**src/rtl/div_issue_ctrl_if.sv**
```systemverilog
// rtl/div_issue_ctrl_if.sv - request/result handshake bundle for div_issue_ctrl
//
// Carries the upstream request stream and the downstream result stream.
//   in_valid/in_ready       request handshake
//   in_dividend/in_divisor  request operands (2*WIDTH / WIDTH bits)
//   out_valid/out_ready     result handshake
//   out_quotient            result quotient (2*WIDTH bits)
//   out_remainder           result remainder (WIDTH bits)
//   out_dbz                 result was a divide-by-zero
// slave modport: the controller side. master modport: the requester/consumer side.
interface div_issue_ctrl_if #(
    parameter int WIDTH = 4
);
    logic                   in_valid;
    logic                   in_ready;
    logic [2*WIDTH-1:0]     in_dividend;
    logic [WIDTH-1:0]       in_divisor;
    logic                   out_valid;
    logic                   out_ready;
    logic [2*WIDTH-1:0]     out_quotient;
    logic [WIDTH-1:0]       out_remainder;
    logic                   out_dbz;

    modport slave (
        input  in_valid, in_dividend, in_divisor, out_ready,
        output in_ready, out_valid, out_quotient, out_remainder, out_dbz
    );

    modport master (
        output in_valid, in_dividend, in_divisor, out_ready,
        input  in_ready, out_valid, out_quotient, out_remainder, out_dbz
    );
endinterface

```
**src/rtl/div_issue_ctrl.sv**
```systemverilog
// rtl/div_issue_ctrl.sv - issues one request at a time to a fixed-latency divider
//
// Accepts a request, starts an external fixed-latency divider with a one-cycle
// pulse, captures its result exactly LATENCY cycles after that pulse and holds
// it on a valid/ready result port. Zero divisors bypass the divider and return
// quotient all-ones, remainder = low WIDTH bits of the dividend, out_dbz = 1.
//
// Ports:
//   clk, rst        clock, synchronous active-high reset
//   bus             request/result handshake bundle (slave side)
//   div_dividend    registered dividend to the divider
//   div_divisor     registered divisor to the divider
//   div_din_valid   registered single-cycle divider start pulse
//   div_dout        divider quotient
//   div_remainder   divider remainder
//   busy            high whenever the controller is not IDLE
module div_issue_ctrl #(
    parameter int WIDTH   = 4,
    parameter int LATENCY = 5 * WIDTH
) (
    input  logic                 clk,
    input  logic                 rst,
    div_issue_ctrl_if.slave      bus,
    output logic [2*WIDTH-1:0]   div_dividend,
    output logic [WIDTH-1:0]     div_divisor,
    output logic                 div_din_valid,
    input  logic [2*WIDTH-1:0]   div_dout,
    input  logic [WIDTH-1:0]     div_remainder,
    output logic                 busy
);
    typedef enum logic [1:0] {
        IDLE = 2'd0,
        WAIT = 2'd1,
        DONE = 2'd2
    } state_t;

    // LATENCY is at most 255, so eight bits always hold the terminal count.
    localparam logic [7:0] LAT = 8'(LATENCY);

    state_t     state;
    logic [7:0] cnt;

    assign bus.in_ready = (state == IDLE);
    assign busy         = (state != IDLE);

    always_ff @(posedge clk) begin
        if (rst) begin
            state             <= IDLE;
            cnt               <= 8'd0;
            div_din_valid     <= 1'b0;
            div_dividend      <= '0;
            div_divisor       <= '0;
            bus.out_valid     <= 1'b0;
            bus.out_quotient  <= '0;
            bus.out_remainder <= '0;
            bus.out_dbz       <= 1'b0;
        end else begin
            // Start pulse lasts only the first WAIT cycle.
            div_din_valid <= 1'b0;
            case (state)
                IDLE: begin
                    if (bus.in_valid) begin
                        div_dividend <= bus.in_dividend;
                        div_divisor  <= bus.in_divisor;
                        cnt          <= 8'd0;
                        if (bus.in_divisor == '0) begin
                            bus.out_quotient  <= '1;
                            bus.out_remainder <= bus.in_dividend[WIDTH-1:0];
                            bus.out_dbz       <= 1'b1;
                            bus.out_valid     <= 1'b1;
                            state             <= DONE;
                        end else begin
                            div_din_valid <= 1'b1;
                            state         <= WAIT;
                        end
                    end
                end
                WAIT: begin
                    // cnt reads k during cycle k+1 after the pulse cycle, so
                    // cnt==LAT marks the edge closing the LATENCY-th cycle.
                    if (cnt == LAT) begin
                        bus.out_quotient  <= div_dout;
                        bus.out_remainder <= div_remainder;
                        bus.out_dbz       <= 1'b0;
                        bus.out_valid     <= 1'b1;
                        state             <= DONE;
                    end else begin
                        cnt <= cnt + 8'd1;
                    end
                end
                DONE: begin
                    if (bus.out_ready) begin
                        bus.out_valid <= 1'b0;
                        state         <= IDLE;
                    end
                end
                default: state <= IDLE;
            endcase
        end
    end
endmodule

```
**src/flat_wrapper.sv**
```systemverilog
// flat-port wrapper written by rule: the top's interface ports become plain ports
module div_issue_ctrl_flat 
#(
    parameter int WIDTH   = 4,
    parameter int LATENCY = 5 * WIDTH
)
  (clk, rst, div_dividend, div_divisor, div_din_valid, div_dout, div_remainder, busy, bus_in_valid, bus_in_dividend, bus_in_divisor, bus_out_ready, bus_in_ready, bus_out_valid, bus_out_quotient, bus_out_remainder, bus_out_dbz);
  div_issue_ctrl_if #(.WIDTH(WIDTH)) bus_i ();
  input  logic clk;
  input  logic rst;
  output logic [2*WIDTH-1:0] div_dividend;
  output logic [WIDTH-1:0] div_divisor;
  output logic div_din_valid;
  input  logic [2*WIDTH-1:0] div_dout;
  input  logic [WIDTH-1:0] div_remainder;
  output logic busy;
  input wire logic [$bits(bus_i.in_valid)-1:0] bus_in_valid;
  input wire logic [$bits(bus_i.in_dividend)-1:0] bus_in_dividend;
  input wire logic [$bits(bus_i.in_divisor)-1:0] bus_in_divisor;
  input wire logic [$bits(bus_i.out_ready)-1:0] bus_out_ready;
  output wire logic [$bits(bus_i.in_ready)-1:0] bus_in_ready;
  output wire logic [$bits(bus_i.out_valid)-1:0] bus_out_valid;
  output wire logic [$bits(bus_i.out_quotient)-1:0] bus_out_quotient;
  output wire logic [$bits(bus_i.out_remainder)-1:0] bus_out_remainder;
  output wire logic [$bits(bus_i.out_dbz)-1:0] bus_out_dbz;
  assign bus_i.in_valid = bus_in_valid;
  assign bus_i.in_dividend = bus_in_dividend;
  assign bus_i.in_divisor = bus_in_divisor;
  assign bus_i.out_ready = bus_out_ready;
  assign bus_in_ready = bus_i.in_ready;
  assign bus_out_valid = bus_i.out_valid;
  assign bus_out_quotient = bus_i.out_quotient;
  assign bus_out_remainder = bus_i.out_remainder;
  assign bus_out_dbz = bus_i.out_dbz;
  div_issue_ctrl #(.WIDTH(WIDTH), .LATENCY(LATENCY)) u_core (.clk(clk), .rst(rst), .bus(bus_i), .div_dividend(div_dividend), .div_divisor(div_divisor), .div_din_valid(div_din_valid), .div_dout(div_dout), .div_remainder(div_remainder), .busy(busy));
endmodule
```
**config.mk**
```make
export PLATFORM = sky130hd
export DESIGN_NAME = div_issue_ctrl_flat
export DESIGN_NICKNAME = d
export VERILOG_FILES = /design/src/rtl/div_issue_ctrl_if.sv /design/src/rtl/div_issue_ctrl.sv /design/src/flat_wrapper.sv
export SDC_FILE = /design/constraint.sdc
export NUM_CORES = 1
export LEC_CHECK = 0
export CORE_MARGIN = 2
export CORE_UTILIZATION = 40
export CTS_CLUSTER_DIAMETER = 100
export DETAILED_ROUTE_END_ITERATION = 16
export DONT_BUFFER_PORTS = 1
export GPL_TIMING_DRIVEN = 0
export SYNTH_ARGS = -nofsm -noshare
export SYNTH_HDL_FRONTEND = slang
export SYNTH_SLANG_ARGS = --single-unit
```
**constraint.sdc**
```tcl
create_clock -name clk -period 2.9 [get_ports clk]
set_clock_uncertainty 0.05 [all_clocks]
set_input_delay 0.87 -clock clk [delete_from_list [all_inputs] [get_ports clk]]
set_output_delay 0.87 -clock clk [all_outputs]
set_load 0.03 [all_outputs]
```
==> results of run 1 <==
## metal layers
metal,vias up,routed length [µm],GRT usage [%]
met5,-,0,0
met4,0,28,5.36
met3,4,315,7.60
met2,50,1720,26.1
met1,608,1610,22.0
li1,629,-,-
## synth_stat cells (2+ instances only)
| cell type | number | share of area (%) |
|---|---|---|
| and2_1 | 2 | 0.79 |
| inv_1 | 8 | 1.9 |
| nor2b_1 | 2 | 0.79 |
| ha_1 | 2 | 1.6 |
| o21ai_0 | 2 | 0.63 |
| o221a_1 | 2 | 1.4 |
| nand3_1 | 3 | 0.94 |
| mux2_2 | 2 | 1.4 |
| dfxtp_1 | 37 | 47 |
| o221a_2 | 6 | 4.2 |
| nand4_1 | 2 | 0.79 |
| nand2_1 | 30 | 7.1 |
| clkbuf_1 | 3 | 0.71 |
| a21oi_1 | 16 | 5.0 |
| a221oi_1 | 3 | 1.7 |
| o211ai_1 | 2 | 0.94 |
| xor2_1 | 6 | 3.3 |
| a211oi_1 | 6 | 2.8 |
| nor2_1 | 13 | 3.1 |
## cell families (layout without fill, tap and decap cells)
family          Yosys count  in the layout  share of synthesized area (%)
compound gates           45             45                           21.2
xor+xnor                  7              7                           3.86
fa+ha+maj                 2              2                           1.57
buf+inv                  15             23                           4.41
flops                    37             37                           46.6
mux                       2              2                           1.42
simple gates             64             64                           20.9
## worst min-delay path: stages (launching register included)
cell	delay [ns]
dfxtp_1	0.33
nand3_1	0.07
a21oi_1	0.06
## cell type report
cell class | instances | share of cell area [%]
multi-input combinational | 120 | 45.0
sequential | 37 | 42.7
tap | 48 | 3.47
inverter | 9 | 1.95
clock inverter | 2 | 0.578
buffer | 6 | 2.09
clock buffer | 6 | 4.19
## stage by stage
step | hold WS, ns | std cells | total power [µW]
finish | 0.452 | 228 | 1010
detailed placement | 0.445 | 220 | 680
global route | 0.485 | 228 | 1060
global placement | 0.437 | 220 | 676
CTS | 0.456 | 228 | 1020
floorplan | 0.423 | 172 | 658
## path summary, 6_finish.rpt
kind,from,to,slack (ns),depth (start not counted)
setup / recovery,u_core.state[0]$_SDFFE_PP0P_,busy,0.34,2
hold / removal,u_core.cnt[1]$_SDFFE_PP0P_,u_core.cnt[1]$_SDFFE_PP0P_,0.45,2
setup reg to reg,u_core.state[0]$_SDFFE_PP0P_,u_core.div_dividend[1]$_SDFFE_PP0N_,0.70,5
hold reg to reg,u_core.cnt[1]$_SDFFE_PP0P_,u_core.cnt[1]$_SDFFE_PP0P_,0.45,2
## flip-flops by register name, indices dropped and copies added (netlist names)
name,count
u_core.bus.out_dbz,1
u_core.state,2
u_core.div_din_valid,1
u_core.div_divisor,4
u_core.bus.out_valid,1
u_core.cnt,8
u_core.div_dividend,8
u_core.bus.out_quotient,8
u_core.bus.out_remainder,4
## power groups by stage
stage          combinational [µW]  clock [µW]  sequential (µW)
2_1_floorplan                75.8           0              582
5_1_grt                       106         382              576
3_3_place_gp                 90.2           0              586
6_report                     93.5         343              575
3_5_place_dp                 93.0           0              587
4_1_cts                      93.6         354              575
==> summary.txt, run 1 <==
Setup path
  – Crit path buffers/inverters: 1
  – CP top delay family: simple AND/OR/NAND/NOR gates
  – Worst path max stage delay: 0.62 ns
  – Worst setup EP type: output port
  – Critical path startpoint category: flop
  – Critical path, cell by cell: nor2_1 > inv_1
  – Worst endpoint required time: 1.98 ns
  – Critical path type: flop to output port
  – Critical path fanouts, max: 7
  – CP Data Arrival Time: 1.64 ns
  – Slowest CP cell: nor2_1

Synthesis
  – Synth Flop Type: dfxtp_1
  – Syn Inst Count: 172
  – Syn avg cell area: 9.25 µm²
  – Post-Syn Area: 0.00159 mm²
  – Syn nets: 202
  – Flops & latches, synth: 37
  – Yosys cell types: 44
  – Register area share after synthesis: 46.6%
  – Share of synthesized registers carrying an async set or reset: 0%
  – Post-synth EDFFs: 0
  – Warnings from Yosys: 0

Drt
  – Wirelength, routed: 3680 µm
  – DR DRC count: 0
  – Detail Route Antenna Nets: 0
  – Via density: 5.66
  – DRT Pass-1 Iters: 4
  – Routed vias: 1291
  – Initial detailed-routing violation count: 57
  – Wire per inst: 16.1 µm

Floorplanning
  – Die W: 67.1 µm
  – Core area: 0.00374 mm²
  – Die H: 67.1 µm
  – Initial Util: 42.5%
  – IO Pins: 57
  – Full die area: 0.00450 mm²
  – Rows: 22

STA
  – Final min period: 2.56 ns
  – Slew @ Worst Pin: 0.748 ns
  – Slew margin rel.: 49.9%
  – Slew Limit Fails: 0
  – Finish-stage setup viols: 0
  – Post-route setup TNS: 0 ns
  – RSZ-0062 raised after global routing: false
  – Final worst setup slack: 0.344 ns
  – Final hold violations: 0
  – FMAX: 391 MHz
  – Ratio of final minimum period to clock period: 88.1%

Finish
  – Commonest non-fill, non-tap cell in the layout: dfxtp_1
  – Fill cells: 364
  – Area of the multi-input gates: 779 µm²
  – Area Overhead vs Synth: 8.97%
  – Post-route cell area: 0.00173 mm²
  – Post-layout util: 46.3%
  – Nets: 209
  – Commonest cells after routing, fill and taps aside: 37 x dfxtp_1, 30 x nand2_1, 16 x a21oi_1
  – Share of layout cells above drive strength 1: 13.3%
  – Sequential cell area: 741 µm²
  – Antenna diodes: 0

Status
  – Status: complete, no violations

Clock tree
  – Cts hold-fix bufs: 0
  – # Post-CTS Setup Buffers: 0
  – Clk_lat worst skew: 0.28 ns
  – CTS Root Buffer Type: clkbuf_8
  – CTS Buffer Depth: 2
  – Post_cts resized: 0
  – TritonCTS buffer count: 5
  – Clock slew at reported path FFs: 0.07 ns
  – CTS tree: built
  – CTS sink cnt: 37
  – H-Tree Depth: 2

Global routing
  – Total track usage: 17.3%
  – Initial antenna violation count: 0
  – Pin count of the biggest net entering global routing: 12
  – Grt total ovfl: 0
  – First-pass GRT wire length: 5730 µm
  – Vias in the first global route: 1219

Power and ir drop
  – VDD IR max: 0.286 mV
  – Int Pwr: 728 µW
  – Sequential share of power: 56.8%
  – Switch Pwr: 283 µW
  – Clock power share: 33.9%
  – Switch share: 27.9%
  – Comb pwr share: 9.2%
  – Leakage: 0.000628 µW
  – PwrDens: 583 mW/mm²

Placement
  – Dpl cell area: 0.00165 mm²
  – Post-DP HPWL: 2770 µm
  – PortBufs: 0
  – GP Congestion: 0.799
  – Worst slack, placed: 0.534 ns

Flow run
  – Max-capacitance violation count: 0

Min path
  – Worst Hold Class: flop to flop
Power figures use the tool's default switching activity.
==> run 2, diff against run 1 <==
--- a/config.mk
+++ b/config.mk
@@ -11,6 +11,7 @@
 export DETAILED_ROUTE_END_ITERATION = 16
 export DONT_BUFFER_PORTS = 1
 export GPL_TIMING_DRIVEN = 0
+export RECOVER_POWER = 50
 export SYNTH_ARGS = -nofsm -noshare
 export SYNTH_HDL_FRONTEND = slang
 export SYNTH_SLANG_ARGS = --single-unit
==> run 2 against run 1 <==
Clock-buffer cell count stayed put. Worst hold slack better by 0.00050 ns. Final cell count stayed put.
==> summary.txt, run 2 (synthesis results as in run 1) <==
Status
  – Status: complete, no violations

Floorplanning
  – Die H: 67.1 µm (unchanged)
  – Die W: 67.1 µm (unchanged)
  – Rows: 22 (unchanged)
  – IO Pins: 57 (unchanged)
  – Full die area: 0.00450 mm² (unchanged)
  – Core area: 0.00374 mm² (unchanged)
  – Initial Util: 42.5% (unchanged)

STA
  – Slew @ Worst Pin: 0.745 ns (-0.00301 ns)
  – Slew Limit Fails: 0 (unchanged)
  – Finish-stage setup viols: 0 (unchanged)
  – Final hold violations: 0 (unchanged)
  – Post-route setup TNS: 0 ns (unchanged)
  – Ratio of final minimum period to clock period: 88.3% (+0.20 points)
  – FMAX: 390 MHz (-0.23%)
  – Slew margin rel.: 50.1% (+0.20 points)
  – Final worst setup slack: 0.338 ns (-0.00594 ns)
  – Final min period: 2.56 ns (+0.00594 ns)
  – RSZ-0062 raised after global routing: false

Finish
  – Fill cells: 366 (+0.55%)
  – Nets: 209 (unchanged)
  – Area of the multi-input gates: 776 µm² (-0.48%)
  – Sequential cell area: 741 µm² (unchanged)
  – Biggest regs: u_core.bus.out_quotient (8), u_core.cnt (8), u_core.div_dividend (8)
  – Antenna diodes: 0 (unchanged)
  – Area Overhead vs Synth: 8.73%
  – Final Non-Filler Cells: 228 (unchanged)
  – Share of layout cells above drive strength 1: 12.8% (-0.56 points)
  – Post-layout util: 46.2% (-0.10 points)
  – Commonest cells after routing, fill and taps aside: 37 x dfxtp_1, 30 x nand2_1, 16 x a21oi_1
  – Commonest non-fill, non-tap cell in the layout: dfxtp_1

Clock tree
  – # Post-CTS Setup Buffers: 0 (unchanged)
  – H-Tree Depth: 2 (unchanged)
  – Clock slew at reported path FFs: 0.07 ns (about the same)
  – CTS Buffer Depth: 2 (unchanged)
  – CTS Root Buffer Type: clkbuf_8
  – Clk_lat worst skew: 0.29 ns (about the same)
  – TritonCTS buffer count: 5 (unchanged)
  – CTS tree: built
  – CTS sink cnt: 37 (unchanged)
  – Post_cts resized: 0 (unchanged)
  – Cts hold-fix bufs: 0 (unchanged)

Drt
  – DRT Pass-1 Iters: 4 (unchanged)
  – Wire per inst: 16.5 µm (+2.0%)
  – Initial detailed-routing violation count: 58 (+1.8%)
  – Via density: 5.64 (-0.46%)
  – Wirelength, routed: 3750 µm (+2.0%)
  – DR DRC count: 0 (unchanged)
  – Detail Route Antenna Nets: 0 (unchanged)
  – Routed vias: 1285 (-0.46%)

Global routing
  – Initial antenna violation count: 0 (unchanged)
  – Vias in the first global route: 1219 (unchanged)
  – Total track usage: 17.3% (unchanged)
  – First-pass GRT wire length: 5730 µm (unchanged)
  – Grt total ovfl: 0 (unchanged)
  – Pin count of the biggest net entering global routing: 12 (unchanged)

Placement
  – PortBufs: 0 (unchanged)
  – Worst slack, placed: 0.534 ns (unchanged)
  – Post-DP HPWL: 2770 µm (unchanged)
  – GP Congestion: 0.799 (unchanged)
  – Cells after DPL: 220 (unchanged)

Setup path
  – Worst R2R Start: u_core.state[0]$_SDFFE_PP0P_
  – Critical path fanouts, max: 7 (unchanged)
  – Critical path type: flop to output port
  – CP Data Arrival Time: 1.64 ns (about the same)
  – Worst setup EP type: output port
  – Crit. Startpoint: u_core.state[0]$_SDFFE_PP0P_
  – Worst endpoint required time: 1.98 ns (about the same)
  – Critical path startpoint category: flop

Power and ir drop
  – Leakage: 0.000627 µW (-0.26%)
  – Total Power: 1020 µW (+0.42%)
  – PwrDens: 587 mW/mm² (+0.63%)
  – VDD IR max: 0.290 mV (+1.3%)

Min path
  – Worst Hold Class: flop to flop
  – HP Start: u_core.cnt[1]$_SDFFE_PP0P_

Flow run
  – Max-capacitance violation count: 0 (unchanged)
==> run 2: cell count changes in the layout (fill, tap and decap cells not counted) <==
cell,before,now
or4_1,0,1
or4_4,1,0
o21ai_1,1,0
o21ai_0,2,3
==> run 2: layer usage <==
layer	wire length (µm)	vias up	share of wire [%]	global-route usage (%)
li1	-	628	-	-
met1	1690	609	45	22.0
met2	1740	45	46	26.1
met3	310	3	8.3	7.60
met4	17	0	0.45	5.36
met5	0	-	0	0
==> run 2: final cells by class <==
type | instances | area share, %
multi-input combinational | 120 | 44.9
sequential | 37 | 42.8
clock buffer | 6 | 4.20
tap | 48 | 3.47
buffer | 6 | 2.10
inverter | 9 | 1.95
clock inverter | 2 | 0.579
==> run 2: power breakdown <==
| group | internal (µW) | total (µW) | switching, µW |
|---|---|---|---|
| Clock | 167 | 347 | 181 |
| Combinational | 34.2 | 93.5 | 59.3 |
| Sequential | 527 | 575 | 47.3 |
==> run 2: final timing paths <==
| kind | endpoint | slack (ns) | cells past startpoint |
|---|---|---|---|
| min reg2reg | u_core.cnt[1]$_SDFFE_PP0P_ | 0.45 | 2 |
| min | u_core.cnt[1]$_SDFFE_PP0P_ | 0.45 | 2 |
| max reg2reg | u_core.div_dividend[1]$_SDFFE_PP0N_ | 0.70 | 5 |
| max | busy | 0.34 | 2 |
==> run 2: per-stage QoR <==
step	instance area, µm²	hold slack (ns)
5_1_grt	1730	0.485
6_report	1730	0.453
2_1_floorplan	1590	0.423
3_3_place_gp	1650	0.437
4_1_cts	1730	0.456
3_5_place_dp	1650	0.445
==> run 2: worst max-delay path: stages, from the launching register on <==
cell	delay, ns
dfxtp_1	0.40
nor2_1	0.62
inv_1	0.33
